<file path="config.mk">
export PLATFORM = sky130hd
export DESIGN_NAME = shift_seq8
export DESIGN_NICKNAME = d
export VERILOG_FILES = /design/src/rtl/shift_seq8_pkg.sv /design/src/rtl/shift_step8.sv /design/src/rtl/shift_seq8.sv
export SDC_FILE = /design/constraint.sdc
export NUM_CORES = 1
export LEC_CHECK = 0
export ABC_AREA = 0
export CAP_MARGIN = 5
export CELL_PAD_IN_SITES_DETAIL_PLACEMENT = 1
export CELL_PAD_IN_SITES_GLOBAL_PLACEMENT = 1
export CORE_UTILIZATION = 44
export CTS_CLUSTER_SIZE = 28
export DETAILED_ROUTE_END_ITERATION = 8
export DONT_BUFFER_PORTS = 1
export PLACE_DENSITY = 0.76
export SLEW_MARGIN = 10
export SYNTH_ARGS = -nofsm -noshare
export SYNTH_HDL_FRONTEND = slang
export SYNTH_HIERARCHICAL = 1
export SYNTH_SLANG_ARGS = --single-unit
</file>
<file path="constraint.sdc">
create_clock -name clk -period 2.65 [get_ports clk]
set_input_delay 0.53 -clock clk [delete_from_list [all_inputs] [get_ports clk]]
set_output_delay 0.53 -clock clk [all_outputs]
set_load 0.05 [all_outputs]
</file>
<file path="src/rtl/shift_seq8_pkg.sv">
// shift_seq8_pkg -- shared encodings for the shift sequencer and its bench.
//   OP_*    : step opcode driven on op (applied at the next clock edge)
//   CMD_*   : shift type accepted on cmd
//   state_t : sequencer FSM state encoding
//   cmd_to_op : maps a captured command to the per-step opcode
//   step_amt  : amount of one step, min(remaining, 3)
package shift_seq8_pkg;

  localparam logic [2:0] OP_NOP  = 3'b000;
  localparam logic [2:0] OP_LOAD = 3'b001;
  localparam logic [2:0] OP_LSL  = 3'b010;
  localparam logic [2:0] OP_LSR  = 3'b011;
  localparam logic [2:0] OP_ASR  = 3'b100;

  localparam logic [1:0] CMD_LSL  = 2'b00;
  localparam logic [1:0] CMD_LSR  = 2'b01;
  localparam logic [1:0] CMD_ASR  = 2'b10;
  localparam logic [1:0] CMD_PASS = 2'b11;

  typedef enum logic [1:0] {
    ST_IDLE  = 2'b00,
    ST_LOAD  = 2'b01,
    ST_SHIFT = 2'b10,
    ST_DONE  = 2'b11
  } state_t;

  function automatic logic [2:0] cmd_to_op(input logic [1:0] c);
    logic [2:0] o;
    case (c)
      CMD_LSL: o = OP_LSL;
      CMD_LSR: o = OP_LSR;
      CMD_ASR: o = OP_ASR;
      default: o = OP_NOP;
    endcase
    return o;
  endfunction

  function automatic logic [1:0] step_amt(input logic [2:0] rem);
    return (rem >= 3'd3) ? 2'd3 : rem[1:0];
  endfunction

endpackage

</file>
<file path="src/rtl/shift_step8.sv">
// shift_step8 -- purely combinational single-step shifter.
//   op    in  3 : step opcode (LSL/LSR/ASR shift, anything else passes d_cur)
//   shamt in  2 : step amount 0..3
//   d_cur in  8 : current data
//   d_nxt out 8 : data after this step, truncated to 8 bits
module shift_step8
  import shift_seq8_pkg::*;
(
  input  logic [2:0] op,
  input  logic [1:0] shamt,
  input  logic [7:0] d_cur,
  output logic [7:0] d_nxt
);

  always_comb begin
    d_nxt = d_cur;
    case (op)
      OP_LSL:  d_nxt = d_cur << shamt;
      OP_LSR:  d_nxt = d_cur >> shamt;
      // Arithmetic shift replicates bit 7 into the vacated positions.
      OP_ASR:  d_nxt = $unsigned($signed(d_cur) >>> shamt);
      default: d_nxt = d_cur;
    endcase
  end

endmodule

</file>
<file path="src/rtl/shift_seq8.sv">
// shift_seq8 -- multi-step shift sequencer: captures a command, loads the
// operand, then shifts it in steps of at most 3 until the amount is used up.
//   clk     in  1 : rising-edge clock
//   reset_n in  1 : asynchronous active-low reset
//   start   in  1 : command request, sampled only in IDLE
//   cmd     in  2 : shift type (LSL/LSR/ASR, 11 = pass-through)
//   amt     in  3 : total shift amount 0..7
//   d_in    in  8 : operand, captured with start
//   busy    out 1 : high outside IDLE
//   done    out 1 : one-cycle pulse in DONE
//   d_out   out 8 : data register
//   op      out 3 : step opcode applied at the next edge
//   shamt   out 2 : step amount applied at the next edge
module shift_seq8
  import shift_seq8_pkg::*;
(
  input  logic       clk,
  input  logic       reset_n,
  input  logic       start,
  input  logic [1:0] cmd,
  input  logic [2:0] amt,
  input  logic [7:0] d_in,
  output logic       busy,
  output logic       done,
  output logic [7:0] d_out,
  output logic [2:0] op,
  output logic [1:0] shamt
);

  state_t     state_reg;
  state_t     state_next;
  logic [1:0] cmd_reg;
  logic [7:0] operand_reg;
  logic [2:0] remaining_reg;
  logic [7:0] d_out_reg;
  logic [7:0] d_nxt;

  // State register.
  always_ff @(posedge clk or negedge reset_n) begin
    if (!reset_n) state_reg <= ST_IDLE;
    else          state_reg <= state_next;
  end

  // Next-state logic.
  always_comb begin
    state_next = state_reg;
    case (state_reg)
      ST_IDLE:  if (start) state_next = ST_LOAD;
      ST_LOAD:  state_next = (remaining_reg == 3'd0) ? ST_DONE : ST_SHIFT;
      // Last step is the one that consumes everything that is left.
      ST_SHIFT: if (remaining_reg == {1'b0, shamt}) state_next = ST_DONE;
      ST_DONE:  state_next = ST_IDLE;
      default:  state_next = ST_IDLE;
    endcase
  end

  // Output logic.
  always_comb begin
    op    = OP_NOP;
    shamt = 2'd0;
    busy  = (state_reg != ST_IDLE);
    done  = (state_reg == ST_DONE);
    case (state_reg)
      ST_LOAD: op = OP_LOAD;
      ST_SHIFT: begin
        op    = cmd_to_op(cmd_reg);
        shamt = step_amt(remaining_reg);
      end
      default: ;
    endcase
  end

  shift_step8 u_step (
    .op    (op),
    .shamt (shamt),
    .d_cur (d_out_reg),
    .d_nxt (d_nxt)
  );

  // Command capture, remaining counter and data register.
  always_ff @(posedge clk or negedge reset_n) begin
    if (!reset_n) begin
      cmd_reg       <= CMD_LSL;
      operand_reg   <= 8'h00;
      remaining_reg <= 3'd0;
      d_out_reg     <= 8'h00;
    end else begin
      // Capture happens only in IDLE, so start while busy cannot disturb it.
      if (state_reg == ST_IDLE && start) begin
        cmd_reg       <= cmd;
        operand_reg   <= d_in;
        remaining_reg <= (cmd == CMD_PASS) ? 3'd0 : amt;
      end
      if (state_reg == ST_SHIFT)
        remaining_reg <= remaining_reg - {1'b0, shamt};
      // NOP steps pass d_out_reg through the shifter, so one mux covers hold.
      d_out_reg <= (op == OP_LOAD) ? operand_reg : d_nxt;
    end
  end

  assign d_out = d_out_reg;

endmodule

</file>
== Yosys cells after proc, flatten, opt, wreduce, memory -nomap -nowiden ==
Index checks and enable logic that the tools add are counted.
W data, S select, Z words.

* Logic and storage cells: 44
* Input bits: 16
* Register bits: 23
* Output and inout port bits: 15

* Eq/ne operators: 13
* Shift operators: 3
* $lt $le $gt $ge: 1
* $add $sub $neg: 1
* Reduce and logical (&&, ||, !) cells: 8
* Muxes and demuxes: 13

{| class="wikitable"
|+ Operators by type and width
! kind !! number
|-
| $pmux W8 S3 || 1
|-
| $mux W3 || 3
|-
| $pmux W3 S3 || 1
|-
| $eq A2 B2 Y1 const B || 4
|-
| $mux W2 || 4
|-
| $mux W8 || 1
|-
| $pmux W2 S4 || 1
|-
| $shl A8 B2 Y8 || 1
|-
| $shr A8 B2 Y8 || 1
|-
| $sshr A8 B2 Y8 || 1
|-
| $eq A3 B2 Y1 const B || 2
|-
| $pmux W3 S2 || 1
|-
| $eq A2 B1 Y1 const B || 2
|-
| $logic_not A2 Y1 || 2
|-
| $ne A2 B2 Y1 const B || 2
|-
| $reduce_bool A2 Y1 || 2
|-
| $reduce_bool A4 Y1 || 1
|-
| $eq A3 B1 Y1 const B || 1
|-
| $eq A3 B2 Y1 || 1
|-
| $eq A3 B3 Y1 const B || 1
|-
| $ge A3 B2 Y1 const B || 1
|-
| $logic_not A3 Y1 || 1
|-
| $sub A3 B2 Y3 || 1
|-
| $reduce_and A2 Y1 || 1
|-
| other kinds (2) || 2
|}

== Depth between registers and ports, before layout ==
* Depth in word-level cells: 6
* Depth in mapped cells: 12
* Gate-level depth less buffers: 9

== Hierarchy ==
The synthesis kept the hierarchy.

{| class="wikitable"
|+ Modules (own cells, without submodules)
! module !! seq. area each (sq um) !! area an instance (sq um) !! cells an instance !! instances
|-
| shift_seq8 || 575.6 || 1138.6 || 86 || 1
|-
| shift_step8 || 0.0 || 686.9 || 90 || 1
|}

== Least setup slack after synthesis ==
No wires, ideal clock.

* Path kind: reg2reg
* Start: register state_reg[0]
* End: register d_out_reg[4] (netlist: d_out[4])
* Path buffers: 2
* Clock period less this slack: 3.195 ns
* Arrival time: 3.070 ns
* Required time: 2.525 ns
* Slack: -0.545 ns
* Stages on the path, launching flop included: 10
* Setup time: 0.125 ns
* Cell sequence: dfrtp_1 > inv_1 > ha_1 > buf_2 > nor2b_1 > buf_6 > mux4_1 > a32oi_1 > nand3_1 > mux2_2

* Longest elaborated chain between the ends: 5
* Elaborated cells on any way between the ends: 14
* Those cells by class: eq/ne (6); shift (3); mux (4); reduce/logical (1)

{| class="wikitable"
|+ Ends and longest elaborated chain
! item !! line !! text
|-
| start: declaration || shift_seq8.sv:30 || <nowiki>state_t state_reg;</nowiki>
|-
| start signal: assignment || shift_seq8.sv:41 || <nowiki>else state_reg <= state_next;</nowiki>
|-
| $eq A2 B2 Y1 (*) || shift_seq8.sv:63 || <nowiki>case (state_reg)</nowiki>
|-
| $mux W2 (*) || shift_seq8.sv:63 ||
|-
| named net shamt[0] || shift_seq8.sv:27 || <nowiki>output logic [1:0] shamt</nowiki>
|-
| $sshr A8 B2 Y8, or another cell as far along || shift_step8.sv:21 || <nowiki>OP_ASR: d_nxt = $unsigned($signed(d_cur) >>> shamt);</nowiki>
|-
| $pmux W8 S3 (*) || shift_step8.sv:17 || <nowiki>case (op)</nowiki>
|-
| named net d_nxt[4] || shift_seq8.sv:36 || <nowiki>logic [7:0] d_nxt;</nowiki>
|-
| $mux W8 (*) || shift_seq8.sv:97 || <nowiki>d_out_reg <= (op == OP_LOAD) ? operand_reg : d_nxt;</nowiki>
|-
| end signal: assignment || shift_seq8.sv:97 ||
|-
| end: declaration || shift_seq8.sv:35 || <nowiki>logic [7:0] d_out_reg;</nowiki>
|}

Mark *: on every way through the listed nets, which the timed path passes. The rest lies on a longest branch.
A chain may end at the register's enable or synchronous reset.

== Worst setup path after layout ==
* Start: register state_reg[0]
* End: register d_out_reg[6] (netlist: d_out[6])

* Longest elaborated chain between the ends: 5
* Elaborated cells on any way between the ends: 14
* Those cells by class: eq/ne (6); shift (3); mux (4); reduce/logical (1)

{| class="wikitable"
|+ Ends and longest elaborated chain
! item !! line
|-
| $eq A2 B2 Y1 or $eq A2 B1 Y1 (tied branches) || shift_seq8.sv:63
|-
| $pmux W3 S2 or $mux W2 (tied branches) || shift_seq8.sv:63
|-
| $eq A3 B3 Y1, or another cell as far along || shift_step8.sv:17
|-
| $pmux W8 S3 (*) || shift_step8.sv:17
|-
| named net d_nxt[6] || shift_seq8.sv:36
|-
| $mux W8 (*) || shift_seq8.sv:97
|}

Marks and branches as above.

==> impl_metrics.yaml <==
clocking:
  clk_pin_slew_ns: 0.08
  clock_latency_ns: 0.26
  ctsRootBufferMaster: "clkbuf_8"
  htreeDepth: 1
  tritoncts: "done"
  ctsLongestPathBuffers: 2
  cts_num_sinks: 23
  cts_buffers: 3
global_routing:
  grtUsageMet2_pct: 40.31
  busiest_layer: "met2"
  grt_antenna_before_repair: 0
  grt_pass1_vias: 1565
  grt_max_degree: 24
  use_met3_pct: 4.483
  grt.total_usage_pct: 24.12
  grt_overflow_total: 0
  grt_pass1_wl_mm: 7.941
  met1_usage_pct: 32.33
worst_setup_path:
  crit_fanout: 13
  start_kind: "register"
  arrival_ns: 2.75
  r2r_end: "d_out[6]$_DFF_PN0_"
  critPathCaptureType: "register"
  cp_top_family: "compound AO/OA/AOI/OAI gates"
  reg2reg_slack_ns: 0.05
  worstPathCellList: "inv_1, ha_1, buf_4, and3b_1, o21a_2, mux2i_1, a2111oi_0, a31oi_1, o21ai_0, mux2_2"
  crit_start: "state_reg[0]$_DFFE_PN0P_"
  worst_path_max_delay_cell: "dfrtp_1"
  reg2reg_from: "state_reg[0]$_DFFE_PN0P_"
  r2r_cells: 10
  critical_path_class: "reg -> reg"
  endpoint: "d_out[6]$_DFF_PN0_"
  worstPathRequired_ns: 2.80
  slowest_delay_ns: 0.41
  cp.buffers_inverters: 2
  worst-path-stages: 10
detailed_routing:
  first_iter_violations: 82
  postRouteAntennaNets: 0
  avgRoutedWirePerCell_um: 21.00
  drt_wl_total_mm: 4.978
  vias: 1507
  viasPerCell: 6.359
  drcViolationCount: 0
  firstDrtPassIters: 4
synth:
  yosysMostFrequentCell: "dfrtp_1"
  yosysSeqAreaShare_pct: 31.53
  yosys_warnings: 6
  synth-seq-cells: 23
  synthArstFlopShare_pct: 100.0
  syn-instance-count: 176
  synthTopCellsByArea: "dfrtp_1 32%, mux2_2 14%, ha_1 4.8%, mux4_1 2.9%, mux2i_1 2.7%"
  ys.flop_type: "dfrtp_1"
  synthDistinctLibCells: 51
  avgSynthCellArea_sq_um: 10.37
  syn-num-nets: 200
  synth_top_area_share_pct: 31.53
  synthTopCellsByCount: "23 x dfrtp_1, 22 x mux2_2, 12 x nor2_1"
  synth_area_leader_cell: "dfrtp_1"
  synth_edf_count: 0
  synth_area_sq_um: 1826
status:
  outcome: "finished clean"
floorplanning:
  std_cell_rows: 23
  die_h_um: 66.41
  dieArea_sq_um: 4410
  start_util_pct: 45.64
  core_sq_um: 4000
  io_pins: 31
  die_w_um: 66.41
timing:
  drv_slew: 0
  fin_crit_sh_pct: 98.03
  rsz0062_at_grt: "false"
  max_freq_ghz: 0.3850
  setup_viol: 0
  hold_violations: 0
  clock_skew_ns: 0.001166
  worst_slew_pin_slew_ns: 1.078
  fin_crit_ns: 2.598
  slew_headroom_pct: 27.90
cells_and_area:
  final_cell_area_sq_um: 2014
  multi_input_area_sq_um: 1147
  num_antenna_cells: 0
  ff_latch_area_sq_um: 575.6
  syn2layout_area_growth_pct: 10.35
  fin_nets: 212
  fill_cells: 439
  drive_gt1_share_pct: 29.95
place:
  dpl_cell_area_sq_um: 1929
  io_buffer_count: 0
  gp_congestion: 0.9348
  hpwl_mm: 3.770
run:
  cap_violations: 0
hold_path:
  hp-class: "in -> reg"
## per-stage QoR
stage	cells	hold slack [ns]	setup slack (ns)	setup TNS, ns	util [%]
2_1_floorplan	176	0.2344	-0.03191	-0.03191	-
3_3_place_gp	230	0.2350	0.2398	0	48.23
3_5_place_dp	230	0.2350	0.1462	0	48.23
4_1_cts	235	0.4126	0.01506	0	49.61
5_1_grt	237	0.4074	0.01357	0	50.36
6_report	237	0.4168	0.05230	0	50.36
## cell usage in the layout, fill, tap and decap left out, types with 5 or more instances in the layout
master   count
a31oi_1      6
buf_4       16
dfrtp_1     23
ha_1         7
inv_1        8
mux2_2      22
mux2i_1      5
nand2_1     11
nor2_1      11
o21ai_0      6
## layer usage
layer	wire [um]	share of wire, %	up-vias
li1	-	-	682
met1	2227	45	778
met2	2473	50	43
met3	231	4.6	4
met4	46	0.92	0
met5	0	0	-
## repair_timing
item                                   in CTS  in global routing
hold buffers                                1                  0
setup endpoints to repair                   0                  4
endpoints found under the hold margin      23                  0
setup buffers                               0                  2
gates resized for setup                     0                  1
## kinds of logic (layout without fill, tap and decap cells)
logic type | count (synthesis) | in the layout | share of synthesized area (%)
and+or+nand+nor | 49 | 49 | 15.97
AOI/OAI and AO/OA | 45 | 45 | 18.30
muxes | 31 | 31 | 21.66
DFF | 23 | 23 | 31.53
buffers and inverters | 20 | 31 | 6.647
adders and majority gates | 8 | 8 | 5.894
## worst min path at each step
| stage | start | endpoint | slack (ns) | cells past startpoint |
|---|---|---|---|---|
| after floorplan | reset_n | cmd_reg[0]$_DFFE_PN0P_ | 0.23 | 0 |
| after global placement | reset_n | operand_reg[4]$_DFFE_PN0P_ | 0.23 | 0 |
| after detailed placement | reset_n | operand_reg[4]$_DFFE_PN0P_ | 0.24 | 0 |
| after CTS | d_in[2] | operand_reg[2]$_DFFE_PN0P_ | 0.41 | 1 |
| after global routing | d_in[4] | operand_reg[4]$_DFFE_PN0P_ | 0.41 | 1 |
| final | d_in[2] | operand_reg[2]$_DFFE_PN0P_ | 0.42 | 1 |
## worst reg2reg max path: cells and delay by family (launching register included)
kind / cells / cell delay (ns)
flip-flops: 1 / 0.41
multiplexers: 2 / 0.60
adder cells (fa/ha/maj): 1 / 0.20
AND/OR/NAND/NOR: 1 / 0.18
AO/OA/AOI/OAI: 4 / 0.76
buffers and inverters: 2 / 0.36
## final cells by class
class	instances	area share, %
Multi-Input combinational cell	133	56.96
Sequential cell	23	28.57
Timing Repair Buffer	18	7.453
Tap cell	50	3.106
Clock buffer	4	2.236
Inverter	9	1.677
Power is left out: the tool's default activity adds up to more than one toggle a clock period on the data nets, which glitch-free logic cannot reach.
